===== src/rtl/multi_vc_buffer_pkg.sv =====
`default_nettype none
// ============================================================================
// Module   : noc_params (package)
// Purpose  : Shared NoC types and default sizing for the multi-VC input buffer.
//            Holds the flit type stored without a VC tag (flit_novc_t) and
//            the default VC count, per-VC depth and on/off hysteresis margin.
// Ports    : n/a (package)
// Revision : 1.0 - initial release
// ============================================================================
package noc_params;

  localparam int DEF_VC_NUM         = 2;
  localparam int DEF_BUFFER_SIZE    = 8;
  localparam int DEF_ON_OFF_LATENCY = 2;

  localparam int PAYLOAD_W = 14;

  typedef enum logic [1:0] {
    FLIT_HEAD     = 2'd0,
    FLIT_BODY     = 2'd1,
    FLIT_TAIL     = 2'd2,
    FLIT_HEADTAIL = 2'd3
  } flit_label_t;

  // Flit as it sits in the input buffer: the VC field is implied by the
  // queue it lives in, so only the label and payload are stored.
  typedef struct packed {
    flit_label_t          flit_label;
    logic [PAYLOAD_W-1:0] payload;
  } flit_novc_t;

endpackage
`default_nettype wire


===== src/rtl/multi_vc_buffer_if.sv =====
`default_nettype none
// ============================================================================
// Module   : multi_vc_buffer_if
// Purpose  : Request/response bundle between the link receiver / allocators
//            and the multi-VC buffer.
// Signals  : data_i, write_i, vc_write_i  - write side (from link receiver)
//            read_i, vc_read_i            - pop side (from allocators)
//            data_o[], is_full_o, is_empty_o, on_off_o, count_o[] - per-VC state
//            error_o                      - sticky protocol error
// Modports : slave (buffer side), master (requester side)
// Revision : 1.0 - initial release
// ============================================================================
interface multi_vc_buffer_if #(
  parameter int VC_NUM      = noc_params::DEF_VC_NUM,
  parameter int BUFFER_SIZE = noc_params::DEF_BUFFER_SIZE
);
  import noc_params::*;

  localparam int VW = (VC_NUM > 1) ? $clog2(VC_NUM) : 1;
  localparam int CW = $clog2(BUFFER_SIZE + 1);

  flit_novc_t          data_i;
  logic                write_i;
  logic [VW-1:0]       vc_write_i;
  logic                read_i;
  logic [VW-1:0]       vc_read_i;

  flit_novc_t          data_o     [VC_NUM];
  logic [VC_NUM-1:0]   is_full_o;
  logic [VC_NUM-1:0]   is_empty_o;
  logic [VC_NUM-1:0]   on_off_o;
  logic [CW-1:0]       count_o    [VC_NUM];
  logic                error_o;

  modport slave (
    input  data_i, write_i, vc_write_i, read_i, vc_read_i,
    output data_o, is_full_o, is_empty_o, on_off_o, count_o, error_o
  );

  modport master (
    output data_i, write_i, vc_write_i, read_i, vc_read_i,
    input  data_o, is_full_o, is_empty_o, on_off_o, count_o, error_o
  );

endinterface
`default_nettype wire


===== src/rtl/multi_vc_buffer_vc_fifo_ctrl.sv =====
`default_nettype none
// ============================================================================
// Module   : vc_fifo_ctrl
// Purpose  : Control state of one virtual-channel circular FIFO: read/write
//            pointers, occupancy count, full/empty flags and on/off flag.
//            Accept strobes arrive already qualified from the top level.
// Ports    : clk, rst (async, active-low)
//            wr_acc_i, rd_acc_i          - accepted write / pop this cycle
//            read_ptr_o, write_ptr_o     - storage pointers
//            count_o, is_full_o, is_empty_o, on_off_o - registered status
// Revision : 1.0 - initial release
// ============================================================================
module vc_fifo_ctrl #(
  parameter  int BUFFER_SIZE    = noc_params::DEF_BUFFER_SIZE,
  parameter  int ON_OFF_LATENCY = noc_params::DEF_ON_OFF_LATENCY,
  localparam int PW             = $clog2(BUFFER_SIZE),
  localparam int CW             = $clog2(BUFFER_SIZE + 1)
) (
  input  logic          clk,
  input  logic          rst,
  input  logic          wr_acc_i,
  input  logic          rd_acc_i,
  output logic [PW-1:0] read_ptr_o,
  output logic [PW-1:0] write_ptr_o,
  output logic [CW-1:0] count_o,
  output logic          is_full_o,
  output logic          is_empty_o,
  output logic          on_off_o
);

  localparam logic [PW-1:0] LAST_IDX = PW'(BUFFER_SIZE - 1);
  localparam logic [CW-1:0] FULL_VAL = CW'(BUFFER_SIZE);
  localparam logic [CW-1:0] ON_TH    = CW'(ON_OFF_LATENCY);
  localparam logic [CW-1:0] OFF_TH   = CW'(BUFFER_SIZE - ON_OFF_LATENCY);

  logic [PW-1:0] rd_ptr_q, rd_ptr_d, wr_ptr_q, wr_ptr_d;
  logic [CW-1:0] count_q, count_d;
  logic          full_q, empty_q, on_off_q, on_off_d;

  always_comb begin
    rd_ptr_d = rd_ptr_q;
    wr_ptr_d = wr_ptr_q;
    count_d  = count_q;
    on_off_d = on_off_q;

    // Explicit wrap so depths that are not a power of two work.
    if (rd_acc_i) rd_ptr_d = (rd_ptr_q == LAST_IDX) ? '0 : rd_ptr_q + 1'b1;
    if (wr_acc_i) wr_ptr_d = (wr_ptr_q == LAST_IDX) ? '0 : wr_ptr_q + 1'b1;

    if (wr_acc_i && !rd_acc_i)      count_d = count_q + 1'b1;
    else if (rd_acc_i && !wr_acc_i) count_d = count_q - 1'b1;

    // Hysteresis: turn on only when draining below the low mark, turn off
    // only when filling above the high mark; otherwise keep the last decision.
    if (rd_acc_i && !wr_acc_i && (count_d < ON_TH))       on_off_d = 1'b1;
    else if (wr_acc_i && !rd_acc_i && (count_d > OFF_TH)) on_off_d = 1'b0;
  end

  always_ff @(posedge clk or negedge rst) begin
    if (!rst) begin
      rd_ptr_q <= '0;
      wr_ptr_q <= '0;
      count_q  <= '0;
      full_q   <= 1'b0;
      empty_q  <= 1'b1;
      on_off_q <= 1'b1;
    end else begin
      rd_ptr_q <= rd_ptr_d;
      wr_ptr_q <= wr_ptr_d;
      count_q  <= count_d;
      full_q   <= (count_d == FULL_VAL);
      empty_q  <= (count_d == '0);
      on_off_q <= on_off_d;
    end
  end

  assign read_ptr_o  = rd_ptr_q;
  assign write_ptr_o = wr_ptr_q;
  assign count_o     = count_q;
  assign is_full_o   = full_q;
  assign is_empty_o  = empty_q;
  assign on_off_o    = on_off_q;

endmodule
`default_nettype wire


===== src/rtl/multi_vc_buffer.sv =====
`default_nettype none
// ============================================================================
// Module   : multi_vc_buffer
// Purpose  : Per-input-port flit storage for the VC router: VC_NUM
//            independent circular FIFOs of BUFFER_SIZE flits, each with
//            full/empty/on-off flags and an occupancy count.
// Ports    : clk, rst (async, active-low)
//            bus (multi_vc_buffer_if.slave) - write/pop requests and per-VC
//            head flit, flags, counts and error flag.
// Config   : MULTI_VC_BUFFER_ERR_EN - when defined, error_o is a sticky flag
//            set by a dropped write, a pop of an empty VC or an out-of-range
//            VC index; otherwise error_o is tied low.
// Revision : 1.0 - initial release
// ============================================================================
module multi_vc_buffer #(
  parameter int VC_NUM         = noc_params::DEF_VC_NUM,
  parameter int BUFFER_SIZE    = noc_params::DEF_BUFFER_SIZE,
  parameter int ON_OFF_LATENCY = noc_params::DEF_ON_OFF_LATENCY
) (
  input  logic                  clk,
  input  logic                  rst,
  multi_vc_buffer_if.slave      bus
);
  import noc_params::*;

  localparam int VW = (VC_NUM > 1) ? $clog2(VC_NUM) : 1;
  localparam int PW = $clog2(BUFFER_SIZE);
  localparam int CW = $clog2(BUFFER_SIZE + 1);

  logic [VC_NUM-1:0] wr_acc, rd_acc;
  logic [VC_NUM-1:0] is_full, is_empty, on_off;
  logic [PW-1:0]     rd_ptr   [VC_NUM];
  logic [PW-1:0]     wr_ptr   [VC_NUM];
  logic [CW-1:0]     count    [VC_NUM];
  flit_novc_t        head     [VC_NUM];

  genvar v;
  generate
    for (v = 0; v < VC_NUM; v++) begin : g_vc
      flit_novc_t mem_q [BUFFER_SIZE];

      // Index compare only matches in-range VCs, so out-of-range requests
      // are never accepted by any FIFO.
      assign rd_acc[v] = bus.read_i && (bus.vc_read_i == VW'(v)) && !is_empty[v];
      // A full VC still takes a write when it is popped in the same cycle.
      assign wr_acc[v] = bus.write_i && (bus.vc_write_i == VW'(v)) &&
                         (!is_full[v] || rd_acc[v]);

      vc_fifo_ctrl #(
        .BUFFER_SIZE    (BUFFER_SIZE),
        .ON_OFF_LATENCY (ON_OFF_LATENCY)
      ) u_ctrl (
        .clk         (clk),
        .rst         (rst),
        .wr_acc_i    (wr_acc[v]),
        .rd_acc_i    (rd_acc[v]),
        .read_ptr_o  (rd_ptr[v]),
        .write_ptr_o (wr_ptr[v]),
        .count_o     (count[v]),
        .is_full_o   (is_full[v]),
        .is_empty_o  (is_empty[v]),
        .on_off_o    (on_off[v])
      );

      // Storage is deliberately not reset.
      always_ff @(posedge clk) begin
        if (wr_acc[v]) mem_q[wr_ptr[v]] <= bus.data_i;
      end

      assign head[v] = mem_q[rd_ptr[v]];
    end
  endgenerate

  assign bus.data_o     = head;
  assign bus.count_o    = count;
  assign bus.is_full_o  = is_full;
  assign bus.is_empty_o = is_empty;
  assign bus.on_off_o   = on_off;

`ifdef MULTI_VC_BUFFER_ERR_EN
  logic error_q, error_d;

  // Any request that no FIFO accepted is a protocol error: full drop,
  // empty pop or out-of-range index all fall out of the accept vectors.
  always_comb begin
    error_d = error_q;
    if ((bus.write_i && !(|wr_acc)) || (bus.read_i && !(|rd_acc))) error_d = 1'b1;
  end

  always_ff @(posedge clk or negedge rst) begin
    if (!rst) error_q <= 1'b0;
    else      error_q <= error_d;
  end

  assign bus.error_o = error_q;
`else
  assign bus.error_o = 1'b0;
`endif

endmodule
`default_nettype wire


===== src/flat_wrapper.sv =====
// flat-port wrapper written by rule: the top's interface ports become plain ports
module multi_vc_buffer_flat import noc_params::*;
#(
  parameter int VC_NUM         = noc_params::DEF_VC_NUM,
  parameter int BUFFER_SIZE    = noc_params::DEF_BUFFER_SIZE,
  parameter int ON_OFF_LATENCY = noc_params::DEF_ON_OFF_LATENCY
)
  (clk, rst, bus_data_i, bus_write_i, bus_vc_write_i, bus_read_i, bus_vc_read_i, bus_data_o, bus_is_full_o, bus_is_empty_o, bus_on_off_o, bus_count_o, bus_error_o);
  multi_vc_buffer_if #(.VC_NUM(VC_NUM), .BUFFER_SIZE(BUFFER_SIZE)) bus_i ();
  input  logic clk;
  input  logic rst;
  input wire logic [$bits(bus_i.data_i)-1:0] bus_data_i;
  input wire logic [$bits(bus_i.write_i)-1:0] bus_write_i;
  input wire logic [$bits(bus_i.vc_write_i)-1:0] bus_vc_write_i;
  input wire logic [$bits(bus_i.read_i)-1:0] bus_read_i;
  input wire logic [$bits(bus_i.vc_read_i)-1:0] bus_vc_read_i;
  output wire logic [$bits(bus_i.data_o)-1:0] bus_data_o;
  output wire logic [$bits(bus_i.is_full_o)-1:0] bus_is_full_o;
  output wire logic [$bits(bus_i.is_empty_o)-1:0] bus_is_empty_o;
  output wire logic [$bits(bus_i.on_off_o)-1:0] bus_on_off_o;
  output wire logic [$bits(bus_i.count_o)-1:0] bus_count_o;
  output wire logic [$bits(bus_i.error_o)-1:0] bus_error_o;
  assign bus_i.data_i = bus_data_i;
  assign bus_i.write_i = bus_write_i;
  assign bus_i.vc_write_i = bus_vc_write_i;
  assign bus_i.read_i = bus_read_i;
  assign bus_i.vc_read_i = bus_vc_read_i;
  assign bus_data_o = {>>{bus_i.data_o}};
  assign bus_is_full_o = bus_i.is_full_o;
  assign bus_is_empty_o = bus_i.is_empty_o;
  assign bus_on_off_o = bus_i.on_off_o;
  assign bus_count_o = {>>{bus_i.count_o}};
  assign bus_error_o = bus_i.error_o;
  multi_vc_buffer #(.VC_NUM(VC_NUM), .BUFFER_SIZE(BUFFER_SIZE), .ON_OFF_LATENCY(ON_OFF_LATENCY)) u_core (.clk(clk), .rst(rst), .bus(bus_i));
endmodule

===== config.mk =====
export PLATFORM = sky130hd
export DESIGN_NAME = multi_vc_buffer_flat
export DESIGN_NICKNAME = d
export VERILOG_FILES = /design/src/rtl/multi_vc_buffer_pkg.sv /design/src/rtl/multi_vc_buffer_if.sv /design/src/rtl/multi_vc_buffer_vc_fifo_ctrl.sv /design/src/rtl/multi_vc_buffer.sv /design/src/flat_wrapper.sv
export SDC_FILE = /design/constraint.sdc
export NUM_CORES = 1
export LEC_CHECK = 0
export BUFFER_PORTS_ARGS = -buffer_cell sky130_fd_sc_hd__buf_2
export CAP_MARGIN = 20
export CORE_ASPECT_RATIO = 0.6
export CORE_MARGIN = 2
export CORE_UTILIZATION = 40
export DETAILED_ROUTE_END_ITERATION = 8
export HOLD_SLACK_MARGIN = 0.06
export PLACE_DENSITY = 0.68
export SYNTH_ARGS = -nofsm -noshare
export SYNTH_HDL_FRONTEND = slang
export SYNTH_HIERARCHICAL = 1
export SYNTH_SLANG_ARGS = --single-unit
export TNS_END_PERCENT = 50

===== constraint.sdc =====
create_clock -name clk -period 5.6 [get_ports clk]
set_input_delay 1.12 -clock clk [delete_from_list [all_inputs] [get_ports clk]]
set_output_delay 1.12 -clock clk [all_outputs]
set_load 0.01 [all_outputs]

[Yosys cells after proc, flatten, opt, wreduce, memory -nomap -nowiden]
Memory sizes are Yosys's and may differ from the RTL's.
Cells that the tools add are included.
Cells by class
  $add $sub $neg: 8
  magnitude comparators: 4
  eq/ne operators: 6
  mux-type cells: 16
  bitwise logic cells: 2
  reduce and logical (&&, ||, !) cells: 30
Operators with widths (number)
  logical AND 1 bit: 16
  2-to-1 mux 4 bit: 4
  adder 3 x 1 -> 3 bit (second input constant): 4
  equality test 3 bit (second input constant): 4
  2-to-1 mux 3 bit: 4
  adder 4 x 1 -> 4 bit (second input constant): 2
  equality test 4 bit (second input constant): 2
  greater-than comparator 4 x 3 -> 1 bit (second input constant): 2
  zero test 1 bit: 8
  zero test 4 bit: 2
  less-than comparator 4 x 2 -> 1 bit (second input constant): 2
  2-to-1 mux 1 bit: 8
  subtractor 4 x 1 -> 4 bit (second input constant): 2
  nonzero test 2 bit: 2
  logical OR 1 bit: 2
  inverter 1 bit: 2
Word-level totals
  register bits after elaboration: 26
  memory bits (writable): 256
  input bits: 22
  output and inout bits: 47
  logic and storage cells: 80
  memories: 2
Memory list
  u_core.g_vc[0].mem_q: words 8, width 16, read ports 1, clocked after memory_dff 0, wr ports 1, line multi_vc_buffer.sv:40  | flit_novc_t mem_q [BUFFER_SIZE];
  u_core.g_vc[1].mem_q: words 8, width 16, read ports 1, clocked after memory_dff 0, wr ports 1, line multi_vc_buffer.sv:40

[Longest topological paths before layout]
  depth after elaboration: 13
  mapped depth: 8

[Modules after synthesis]
Netlist, hierarchy kept.
By module, submodules not included
  multi_vc_buffer: times used 1, cells each 411, area each 10098.4 um^2, seq. area each 7687.4 um^2
  vc_fifo_ctrl: times used 2, cells each 66, area each 800.8 um^2, seq. area each 327.8 um^2

[Worst setup path before layout]
OpenSTA, ideal clock, no wires.
  path kind: input-to-reg
  start: input bus_vc_read_i
  end: memory u_core/g_vc[0].mem_q[1][0] in the netlist's numbering, enable pin
  arrival time: 4327 ps
  required time: 5122 ps
  setup slack: 795 ps
  stages on the path: 3
  cells stage by stage: or3b_1 buf_2 a2111oi_0
On the way
  cells in the longest elaborated chain, start to end: 7
Ends and longest elaborated chain
  from (decl): line flat_wrapper.sv:16  | input wire logic [$bits(bus_i.vc_read_i)-1:0] bus_vc_read_i;
  inverter 1 bit: line multi_vc_buffer.sv:44  | assign rd_acc[v] = bus.read_i && (bus.vc_read_i == VW'(v)) && !is_empty[v];
  logical AND 1 bit (2 in series): line multi_vc_buffer.sv:44
  logical OR 1 bit: line multi_vc_buffer.sv:47  | (!is_full[v] || rd_acc[v]);
  logical AND 1 bit: line multi_vc_buffer.sv:46  | assign wr_acc[v] = bus.write_i && (bus.vc_write_i == VW'(v)) &&
  2-to-1 mux 1 bit: line multi_vc_buffer.sv:67  | if (wr_acc[v]) mem_q[wr_ptr[v]] <= bus.data_i;
  2-to-1 mux 1 bit (not written as such): line multi_vc_buffer.sv:67
  to (decl): line multi_vc_buffer.sv:40
Every way passes these cells.

[Final worst setup path]
  start: register u_core.g_vc[0].u_ctrl.rd_ptr_q[2]
  end: output bus_data_o[30]
On the way
  cells in the longest elaborated chain, start to end: 1
Ends and longest elaborated chain
  from (decl): line multi_vc_buffer_vc_fifo_ctrl.sv:36  | logic [PW-1:0] rd_ptr_q, rd_ptr_d, wr_ptr_q, wr_ptr_d;
  from (signal assigned): line multi_vc_buffer_vc_fifo_ctrl.sv:68  | rd_ptr_q <= rd_ptr_d;
  memory read (8 x 16 bit)
  to (decl): line flat_wrapper.sv:17  | output wire logic [$bits(bus_i.data_o)-1:0] bus_data_o;
Every way passes these cells.

==> out/results.tsv <==
metric	value	unit
status	completed	
routed wire length	22300	um
post-synthesis cell type count	44	
Routed Antenna Nets	0	
switching share of power	0.298	
syn_area_per_cell	21.5	um2
initial DRC count	431	
post-synthesis net count	577	
Place WS	1.96	ns
DP HPWL	13100	um
Root Buffer	clkbuf_16	
Sequential Power Share	0.428	
setup tns final	0	ns
Cell Pwr Density	488	nW/um2
vias	5504	
Synth Register Bits	282	
Final period util	0.651	
Leakage	4.62	nW
combinational fraction of design power	0.298	
fin worst setup slack	1.96	ns
Crit-path slowest cell	dfrtp_1	
Worst EP arrival	2.52	ns
number of gates resized after CTS	0	
Inst Count DP	975	
core box area	28800	um2
clock-pin transition on the worst setup and hold timing paths	0.06	ns
die area	30700	um2
Post-CTS Setup Inserts	0	
number of flops mapped to enable cells by yosys	256	
minimum clock period	3.64	ns
Net Sw Power	1.95	mW
ys async rst share	0.0922	
cts bufs inserted	26	
Worst Max-Slew Pin Slew	0.986	ns
GP Congestion	0.677	
Hold Violations, Final	0	
worst path cell trace	buf_4, mux4_1, mux2_2, buf_2	
Synth top area share	0.657	
Seq/Total Area, Yosys	0.713	
internal power	4.60	mW
FMAX	0.274	GHz
RSZ-0062 raised after global routing	no	
CTS Buffer Depth	3	
total track usage	0.147	
Ports	69	
Max Cap Viol	0	
Slew Limit Fails	0	
Tot Pwr	6.56	mW
Overflow after GRT	0	
skew final	0.00880	ns
WP data required	4.48	ns
CP Class	flop to primary output	
max_slew headroom	0.343	
yosys warns	6	
routed vias/inst	5.35	
main area contributors after synthesis	edfxtp_1, mux4_1, dfrtp_1	
routed len/inst	21.7	um
I/O Buffers	67	
area grow syn2layout	14.8	%
TritonCTS Sinks	282	
share of layout cells above drive strength 1	0.331	
vias in the first global route	5460	
first-pass GRT wire length	33100	um
synthesized area	11700	um2
initial antenna violation count	1	
post-route cell area	13400	um2
largest net degree at the start of global routing	36	
VDD IR max	229	uV
cells after synthesis	543	
Starting Density	0.407	
slowest stage delay, CP	0.85	ns
Nets	663	
placed cell areas	12500	um2
FP Rows	48	
Setup Viol. Count Final	0	
critical path launch point type	flop	
Top FF cell, synth	edfxtp_1	
CP max FO	20	
Finished Layout Cells	1028	
crit path capture type	primary output	
Pre-antenna DRT Iters	4	
Die H	136	um
Tightest Hold Check Type	flop to flop	
Clock Power Share	0.274	
Clock Latency Late Sink	0.53	ns
DR DRC count	0	
area leader, netlist	edfxtp_1	
CTS tree	built	
H-tree Lvls	1	
Die Wd	225	um
Post-CTS Hold Fix Bufs	0	
[cells by family after synthesis]
group                      count (synthesis)  share of synthesized area
DFF                                      282                      0.713
muxes                                    108                      0.183
buffers and inverters                     45                     0.0232
and+or+nand+nor                           43                     0.0246
AOI/OAI and AO/OA                         40                     0.0305
adders and majority gates                 12                     0.0128
xor gates and xnor gates                  12                     0.0122
other                                      1                   0.000321
[power groups by stage]
stage	combinational (mW)	sequential [mW]	clock (mW)
finish	1.95	2.81	1.79
global route	2.11	2.84	1.94
CTS	1.99	2.81	1.84
detailed placement	1.97	2.86	0
global placement	1.91	2.83	0
floorplan	1.48	2.74	0
[path summary, 6_finish.rpt]
kind | slack, ns | depth (start not counted) | from | to
min in group asynchronous | 0.59 | 1 | rst | u_core/g_vc[0].u_ctrl/count_o[3]
setup reg to reg | 3.25 | 7 | u_core/g_vc[1].u_ctrl/is_empty_o | u_core/g_vc[1].u_ctrl/is_full_o
hold / removal | 0.49 | 1 | u_core/g_vc[1].u_ctrl/on_off_o | u_core/g_vc[1].u_ctrl/on_off_o
hold reg to reg | 0.49 | 1 | u_core/g_vc[1].u_ctrl/on_off_o | u_core/g_vc[1].u_ctrl/on_off_o
max in group asynchronous | 4.61 | 1 | rst | u_core/g_vc[1].u_ctrl/count_o[1]
setup / recovery | 1.96 | 4 | u_core/g_vc[0].u_ctrl/read_ptr_o[2] | bus_data_o[30]
[Yosys cell counts (8+ instances only)]
| cell type | n |
|---|---|
| a2111oi_0 | 15 |
| buf_1 | 9 |
| buf_6 | 12 |
| dfrtp_1 | 22 |
| edfxtp_1 | 256 |
| ha_1 | 12 |
| inv_1 | 14 |
| mux2_2 | 42 |
| mux4_1 | 56 |
| mux4_2 | 8 |
| xnor2_1 | 10 |
[stage by stage]
stage	hold WS (ns)	util
finish	0.485	0.467
global route	0.505	0.467
CTS	0.485	0.466
detailed placement	0.474	0.436
global placement	0.470	0.436
floorplan	0.487	-
[state kept, by name, summed over array words and instances (netlist names)]
| name | flops |
|---|---|
| u_core/g_vc.u_ctrl/count_o | 8 |
| u_core/g_vc.u_ctrl/read_ptr_o | 6 |
| u_core/g_vc.u_ctrl/is_full_o | 2 |
| u_core/g_vc.mem_q | 256 |
| u_core/g_vc.u_ctrl/is_empty_o | 2 |
| u_core/g_vc.u_ctrl/write_ptr_o | 6 |
| u_core/g_vc.u_ctrl/on_off_o | 2 |
[cells in the final DEF, fill, tap and decap left out, types with 4 or more instances in the layout]
master	n
nand3_1	4
a2111oi_2	15
bufinv_16	4
clkbuf_16	27
nor3_1	4
clkinv_2	4
clkinv_1	8
mux4_2	8
nand2_1	5
dfstp_2	4
diode_2	4
edfxtp_1	256
mux4_1	56
mux2_2	42
buf_2	67
a21oi_1	6
xnor2_1	10
ha_1	12
nor3_2	4
dfrtp_1	22
nand2b_1	5
buf_4	22
nor2_1	6
inv_1	14
[layout make-up]
class,instances,area (um2)
Multi-Input combinational cell,216,3180
Sequential cell,282,8340
Fill cell,2317,15300
Inverter,14,52.6
Antenna cell,4,10.0
Clock buffer,29,683
Tap cell,375,469
Timing Repair Buffer,89,500
Clock inverter,19,194
[worst max-delay path, delay by kind of cell (launching register included)]
kind	cells	cell delay [ns]
buffers and inverters	2	0.51
DFF	1	0.85
muxes	2	0.63
[metal layers]
metal / wire, um / part of all wire / GRT usage / vias to the layer above
met4: 347 / 0.016 / 0.0305 / 2
met3: 943 / 0.042 / 0.0320 / 30
li1: - / - / - / 2468
met2: 10500 / 0.47 / 0.235 / 125
met5: 11 / 0.00049 / 0 / -
met1: 10500 / 0.47 / 0.209 / 2879
No activity file was read; power rests on OpenSTA's default activity.
